### src/rtl/npc_mc.sv
// Multi-cycle RV32I/RV32E subset core (lui/auipc/addi/jal/jalr/ebreak).
// Instructions are fetched over a valid/ready imem handshake; the core halts on ebreak or any fault.
//
//  state   | meaning
//  --------+-----------------------------------------------------------
//  S_FETCH | request valid, address = pc, wait for imem_req_ready
//  S_WAIT  | request accepted, wait for imem_resp_valid, latch word
//  S_EXEC  | decode/execute latched word, write rd, update pc or halt
//  S_HALT  | terminal; no fetches or writes until rst
module npc_mc #(
    parameter logic [31:0] RESET_PC = 32'h80000000,
    parameter int          NR_REGS  = 32
) (
    input  logic        clk,
    input  logic        rst,
    output logic        imem_req_valid,
    input  logic        imem_req_ready,
    output logic [31:0] imem_addr,
    input  logic        imem_resp_valid,
    input  logic [31:0] imem_resp_data,
    output logic [31:0] pc,
    output logic        wb_en,
    output logic [4:0]  wb_addr,
    output logic [31:0] wb_data,
    output logic        halted,
    output logic [1:0]  halt_cause,
    output logic [31:0] halt_pc,
    output logic [31:0] dbg_a0
);

    localparam logic [6:0]  OP_LUI    = 7'b0110111;
    localparam logic [6:0]  OP_AUIPC  = 7'b0010111;
    localparam logic [6:0]  OP_IMM    = 7'b0010011;
    localparam logic [6:0]  OP_JAL    = 7'b1101111;
    localparam logic [6:0]  OP_JALR   = 7'b1100111;
    localparam logic [31:0] INST_EBRK = 32'h00100073;

    localparam logic [1:0]  CAUSE_EBREAK  = 2'b01;
    localparam logic [1:0]  CAUSE_ILLEGAL = 2'b10;
    localparam logic [1:0]  CAUSE_MISALGN = 2'b11;

    localparam int IW = (NR_REGS > 16) ? 5 : 4;

    typedef enum logic [1:0] {
        S_FETCH,
        S_WAIT,
        S_EXEC,
        S_HALT
    } state_t;

    state_t      state, state_nx;
    logic [31:0] pc_q;
    logic [31:0] inst;
    logic [31:0] regs [NR_REGS];
    logic        halted_q;
    logic [1:0]  cause_q;
    logic [31:0] halt_pc_q;

    logic [6:0]  opcode;
    logic [4:0]  rd;
    logic [4:0]  rs1;
    logic [2:0]  funct3;
    logic [31:0] imm_i;
    logic [31:0] imm_u;
    logic [31:0] imm_j;
    logic        rd_ok;
    logic        rs1_ok;
    logic [31:0] rs1_val;
    logic [31:0] pc_plus4;
    logic [31:0] jal_tgt;
    logic [31:0] jalr_tgt;

    logic        do_wr;
    logic [31:0] wr_val;
    logic [31:0] pc_nx;
    logic        do_halt;
    logic [1:0]  cause_nx;

    assign opcode = inst[6:0];
    assign rd     = inst[11:7];
    assign funct3 = inst[14:12];
    assign rs1    = inst[19:15];
    assign imm_i  = {{20{inst[31]}}, inst[31:20]};
    assign imm_u  = {inst[31:12], 12'b0};
    assign imm_j  = {{12{inst[31]}}, inst[19:12], inst[20], inst[30:21], 1'b0};

    // Register indices beyond the implemented file (RV32E) make the instruction illegal.
    assign rd_ok  = (NR_REGS >= 32) || ({1'b0, rd}  < 6'(NR_REGS));
    assign rs1_ok = (NR_REGS >= 32) || ({1'b0, rs1} < 6'(NR_REGS));

    assign rs1_val  = (rs1 == 5'd0 || !rs1_ok) ? 32'd0 : regs[rs1[IW-1:0]];
    assign pc_plus4 = pc_q + 32'd4;
    assign jal_tgt  = pc_q + imm_j;
    assign jalr_tgt = (rs1_val + imm_i) & ~32'd1;

    always_comb begin
        do_wr    = 1'b0;
        wr_val   = 32'd0;
        pc_nx    = pc_plus4;
        do_halt  = 1'b0;
        cause_nx = 2'b00;
        case (opcode)
            OP_LUI: begin
                if (rd_ok) begin
                    do_wr  = 1'b1;
                    wr_val = imm_u;
                end else begin
                    do_halt  = 1'b1;
                    cause_nx = CAUSE_ILLEGAL;
                end
            end
            OP_AUIPC: begin
                if (rd_ok) begin
                    do_wr  = 1'b1;
                    wr_val = pc_q + imm_u;
                end else begin
                    do_halt  = 1'b1;
                    cause_nx = CAUSE_ILLEGAL;
                end
            end
            OP_IMM: begin
                if (funct3 == 3'b000 && rd_ok && rs1_ok) begin
                    do_wr  = 1'b1;
                    wr_val = rs1_val + imm_i;
                end else begin
                    do_halt  = 1'b1;
                    cause_nx = CAUSE_ILLEGAL;
                end
            end
            OP_JAL: begin
                if (!rd_ok) begin
                    do_halt  = 1'b1;
                    cause_nx = CAUSE_ILLEGAL;
                end else if (jal_tgt[1]) begin
                    do_halt  = 1'b1;
                    cause_nx = CAUSE_MISALGN;
                end else begin
                    do_wr  = 1'b1;
                    wr_val = pc_plus4;
                    pc_nx  = jal_tgt;
                end
            end
            OP_JALR: begin
                if (funct3 != 3'b000 || !rd_ok || !rs1_ok) begin
                    do_halt  = 1'b1;
                    cause_nx = CAUSE_ILLEGAL;
                end else if (jalr_tgt[1]) begin
                    do_halt  = 1'b1;
                    cause_nx = CAUSE_MISALGN;
                end else begin
                    do_wr  = 1'b1;
                    wr_val = pc_plus4;
                    pc_nx  = jalr_tgt;
                end
            end
            default: begin
                do_halt  = 1'b1;
                cause_nx = (inst == INST_EBRK) ? CAUSE_EBREAK : CAUSE_ILLEGAL;
            end
        endcase
    end

    always_comb begin
        state_nx = state;
        case (state)
            S_FETCH: if (imem_req_ready)  state_nx = S_WAIT;
            S_WAIT:  if (imem_resp_valid) state_nx = S_EXEC;
            S_EXEC:  state_nx = do_halt ? S_HALT : S_FETCH;
            S_HALT:  state_nx = S_HALT;
            default: state_nx = S_FETCH;
        endcase
    end

    always_ff @(posedge clk) begin
        if (rst) begin
            state     <= S_FETCH;
            pc_q      <= RESET_PC;
            inst      <= 32'd0;
            halted_q  <= 1'b0;
            cause_q   <= 2'b00;
            halt_pc_q <= 32'd0;
        end else begin
            state <= state_nx;
            if (state == S_WAIT && imem_resp_valid) begin
                inst <= imem_resp_data;
            end
            if (state == S_EXEC) begin
                if (do_halt) begin
                    halted_q  <= 1'b1;
                    cause_q   <= cause_nx;
                    halt_pc_q <= pc_q;
                end else begin
                    pc_q <= pc_nx;
                end
            end
        end
    end

    // x0 is never written, so its slot stays zero after reset.
    always_ff @(posedge clk) begin
        if (rst) begin
            for (int i = 0; i < NR_REGS; i++) begin
                regs[i] <= 32'd0;
            end
        end else if (wb_en) begin
            regs[rd[IW-1:0]] <= wr_val;
        end
    end

    assign imem_req_valid = (state == S_FETCH) && !rst;
    assign imem_addr      = pc_q;
    assign pc             = pc_q;
    assign wb_en          = (state == S_EXEC) && do_wr && (rd != 5'd0) && !rst;
    assign wb_addr        = rd;
    assign wb_data        = wr_val;
    assign halted         = halted_q;
    assign halt_cause     = cause_q;
    assign halt_pc        = halt_pc_q;
    assign dbg_a0         = regs[IW'(10)];

endmodule

### config.mk
export PLATFORM = sky130hd
export DESIGN_NAME = npc_mc
export DESIGN_NICKNAME = d
export VERILOG_FILES = /design/src/rtl/npc_mc.sv
export SDC_FILE = /design/constraint.sdc
export NUM_CORES = 2
export LEC_CHECK = 0
export ABC_CLOCK_PERIOD_IN_PS = 9150
export CORE_MARGIN = 5
export CORE_UTILIZATION = 41
export CTS_CLUSTER_DIAMETER = 80
export DETAILED_ROUTE_END_ITERATION = 8
export GPL_TIMING_DRIVEN = 0
export SLEW_MARGIN = 20
export SYNTH_ARGS = -nofsm -noshare
export SYNTH_HDL_FRONTEND = slang
export SYNTH_SLANG_ARGS = --single-unit
### constraint.sdc
create_clock -name clk -period 9.15 [get_ports clk]
set_clock_uncertainty 0.15 [all_clocks]
set_input_delay 1.83 -clock clk [delete_from_list [all_inputs] [get_ports clk]]
set_output_delay 1.83 -clock clk [all_outputs]
set_load 0.01 [all_outputs]
# Yosys cells after proc, flatten, opt, wreduce, memory -nomap -nowiden
# Memories as Yosys holds them, arrays and structs flattened. A register that Yosys moved wholly into a read port is not among the register bits.
# Cells that the tools add are included.
# op_classes
add_sub_neg,4
eq_ne,11
muxes,40
bitwise_logic,1
reduce_logical,16
# ops
operator,n
$mux 32,9
$pmux 32 s5,1
$add 32x32->32,3
$pmux 32 s2,1
$add 32x3->32 const B,1
$eq 32x21->1 const B,1
$reduce_or 32->1,1
$mux 2,8
$pmux 2 s4,2
$mux 5,3
$eq 7x5->1 const B,2
$eq 7x7->1 const B,2
$mux 1,14
$pmux 1 s4,2
$eq 7x6->1 const B,1
$reduce_and 2->1,3
$logic_and 1x1->1,5
$logic_not 5->1,1
$reduce_bool 5->1,1
$eq 2x2->1 const B,2
$ne 2x2->1 const B,2
$logic_not 3->1,1
$reduce_bool 3->1,1
$eq 2x1->1 const B,1
other kinds (4),4
# word_totals
register_bits,101
ram_bits,1024
out_inout_bits,170
elab_cells,79
mem_count,1
# memory_table
memory,depth,word_bits,read_ports,rd_ports_with_merged_regs,write_ports,line_no,source
regs,32,32,2,1,32,54,logic [31:0] regs [NR_REGS];

# Depth between registers and ports, before layout
# depth
word_depth,14
ltp_mapped,22
mapped_depth_nobuf,17

# Least setup slack after synthesis
# No wires, ideal clock.
# synth_timing
path_kind,register to output
startpoint,register (tool-made name)
endpoint,output port wb_data[28]
arrival_ns,5.539
required_ns,7.170
slack_ns,1.631
stages_incl_launch_ff,23
path_buffers,5
cell_sequence,dfxtp_1 -> clkbuf_1 -> buf_2 -> clkbuf_1 -> buf_1 -> mux4_2 -> mux4_2 -> mux2i_1 -> nor2_1 -> ha_1 -> inv_1 -> fa_1 -> nor2b_1 -> o31a_1 -> o21ai_1 -> a21oi_1 -> a21oi_1 -> o221ai_1 -> a21oi_1 -> xnor2_1 -> a222oi_1 -> buf_2 -> inv_2
# synth_lines
element,line_no,source
to (decl),24,"output logic [31:0] wb_data,"

==> results.txt <==
Final setup fails -> 0
# IOs -> 206
Async SR Flop Fraction -> 0
DRT Wirelength -> 173000 microns
Initial DRC Count -> 4054
Cell with the most instances after synthesis -> edfxtp_1
Maximum fanout along the worst path -> 10
Number of synthesized flops with an enable pin -> 1024
Final Hold Fails -> 0
Status -> complete, no violations
Port buffer count -> 199
Final Net Count -> 4627
Period utilisation layout -> 0.989
Syn_area_per_cell -> 13.1 sq um
RSZ-0062 raised after global routing -> yes
CTS tree -> built
Number of global-route vias before repair -> 35.6k
Htree depth -> 3
Largest net degree at the start of global routing -> 25
Total gr overflow -> 0
Core box area -> 131000 sq um
Initial antenna violation count -> 3
Die Area -> 139000 sq um
VDD IR max -> 0.000177 V
Cell depth of the worst hold path -> 2
Final hold slack -> 302 ps
Critical Path Source Type -> flip-flop
Slew Limit Fails -> 0
Number of buffers created by CTS -> 116
Count of different cell masters after synthesis -> 84
Die height -> 373 microns
GRT Resource Usage Total -> 0.244
Min-delay worst type -> flip-flop to flip-flop
Slew headroom -> 0.124
Antenna viol nets, final -> 0
First-pass GRT wire length -> 250000 microns
Clk buf depth -> 3
Maximum clock frequency -> 0.110 GHz
Worst slew pin tran -> 1310 ps
Crit Path Category -> flip-flop to primary output
Mapped Area -> 54000 sq um
Pleak -> 20.8 nW
Clock-pin slew on the worst setup and hold paths -> 60 ps
Area growth syn-to-layout -> 17.9%
#FFs+latches synth -> 1126
Crit end category -> primary output
Chip width -> 373 microns
Worst R2R End -> regs[9][24]$_SDFFCE_PN0P_
Yosys top cell area share -> 0.569
Worst EP arrival -> 7070 ps
Synth top area cells -> edfxtp_1 (57%), mux4_2 (13%), nor2_1 (6.1%)
Synth warn -> 0
Final Critical Period -> 9050 ps
Reg-to-reg slack, setup -> 1620 ps
Share of cells above drive strength 1 -> 0.229
Clk_lat worst skew -> 760 ps
Post-DP HPWL -> 128000 microns
FP Rows -> 133
Clk Tree Root Cell -> clkbuf_16
Crit path to -> wb_data[28]
R2r worst-path depth -> 20
Area leader, netlist -> edfxtp_1
Total number of vias -> 36.0k
DR DRC count -> 0
Placer's final routability congestion estimate -> 0.950
Critical Path RT -> 7170 ps
Max Cap Viol -> 0
Drt pass-1 iters -> 7
WL/cell -> 27.2 microns
Prevailing post-synth register cell -> edfxtp_1
Synth top cells by count -> edfxtp_1 (1024), nor2_1 (883), mux4_2 (315), clkbuf_1 (285), nand2_1 (245)
Final core utilization -> 0.486
Register area share after synthesis -> 0.607
Clock sink total -> 1126
Post-CTS Hold Fix Bufs -> 0
PwrDens -> 182 nW/um^2
Vias/cell -> 5.65
Setup TNS -> 0 ps
Initial Util -> 0.412
Mapped Cells -> 4124
## flip-flops by register name, indices dropped and copies added (netlist names), named ones only
register,flops
state,2
imem_addr,30
halt_pc,30
regs,1024
halted,1
inst,32
halt_cause,2
## cell families after synthesis
logic type | count (synthesis) | synth area share
AND/OR/NAND/NOR | 1598 | 0.134
flip-flops | 1126 | 0.607
buffers and inverters | 451 | 0.0379
AO/OA/AOI/OAI | 418 | 0.0483
multiplexers | 362 | 0.140
other | 1 | 0.0000694
XOR/XNOR | 94 | 0.0152
adder cells (fa/ha/maj) | 74 | 0.0174
## critical path, cell delays in order (launching register included)
cell             delay (ps)
dfxtp_4                 490
clkbuf_8                280
clkbuf_4                290
buf_2                   380
mux4_2                  370
mux4_2                  580
mux2i_1                 360
nor2_1                  100
ha_1                    380
nand4_1                 120
a211oi_1                270
o21ai_2                 120
a21oi_2                 240
a21oi_4                 120
o221ai_2                240
a21oi_1                 120
xnor2_1                 160
a222oi_1                830
buf_4                   340
inv_2                    40
clkdlybuf4s50_1         520
## routing by layer
metal | routed length (microns) | up-vias | share of wire | GRT usage
met3 | 13400 | 355 | 0.078 | 0.0398
met5 | 0 | - | 0 | 0
met1 | 67700 | 18200 | 0.39 | 0.325
met2 | 83500 | 1646 | 0.48 | 0.400
li1 | - | 15800 | - | -
met4 | 8490 | 0 | 0.049 | 0.103
## cells in the final DEF (no fill, tap or decap), types with 23 or more instances in the layout
cell type        count
o21ai_0             61
buf_2               23
clkbuf_1           237
nand3_1             39
edfxtp_1          1024
buf_12              29
dfxtp_1             99
clkdlybuf4s50_1    199
clkbuf_2            35
nor2_2             243
inv_1               53
mux2i_1             30
conb_1              38
nor3_1              36
mux4_2             315
nand2b_2            31
a21oi_1            162
xor2_1              32
buf_4               61
xnor2_1             61
clkbuf_16          117
clkinv_2            29
ha_1                72
nand2_1            245
nor2_1             879
buf_6               35
## final cells by class
type	instances	area [sq um]
tap	1755	2200
clock buffer	137	3010
clock inverter	76	818
fill	11700	67500
multi-input combinational	2584	19700
inverter	56	210
timing repair buffer	250	2840
sequential	1126	32800
buffer	383	2080
antenna	2	5.00
## repair_timing
action / 4_1_cts / 5_1_grt
setup endpoints to repair: 93 / 26
resized for setup: 189 / 42
buffers inserted: 4 / 1
pin swaps: 3 / 3
## power breakdown
part | internal, mW | leakage [nW] | switching (mW)
combinational | 0.359 | 7.63 | 0.548
sequential | 5.77 | 11.3 | 0.0692
clock | 2.77 | 1.88 | 2.06
total | 8.90 | 20.8 | 2.68
## through the flow
step	cells	area (sq um)	total power [mW]	setup slack [ps]
3_5_place_dp	6162	59300	6.82	-1830
4_1_cts	6372	63600	11.6	-43.7
6_report	6369	63700	11.6	98.7
5_1_grt	6368	63700	11.9	-58.2
3_3_place_gp	6115	58300	6.78	-2500
2_1_floorplan	4161	54100	6.43	1630
## worst min path at each step
stage / slack (ps) / to / start
6_report: 300 / halt_pc[7]$_SDFFE_PP0P_ / halt_pc[7]$_SDFFE_PP0P_
5_1_grt: 320 / halt_pc[10]$_SDFFE_PP0P_ / halt_pc[10]$_SDFFE_PP0P_
4_1_cts: 300 / halt_pc[10]$_SDFFE_PP0P_ / halt_pc[10]$_SDFFE_PP0P_
3_5_place_dp: 300 / halt_pc[10]$_SDFFE_PP0P_ / halt_pc[10]$_SDFFE_PP0P_
3_3_place_gp: 290 / halt_pc[5]$_SDFFE_PP0P_ / halt_pc[5]$_SDFFE_PP0P_
2_1_floorplan: 300 / inst[1]$_SDFFE_PP0P_ / inst[1]$_SDFFE_PP0P_
Note: power is estimated with default switching activity, not from simulation.
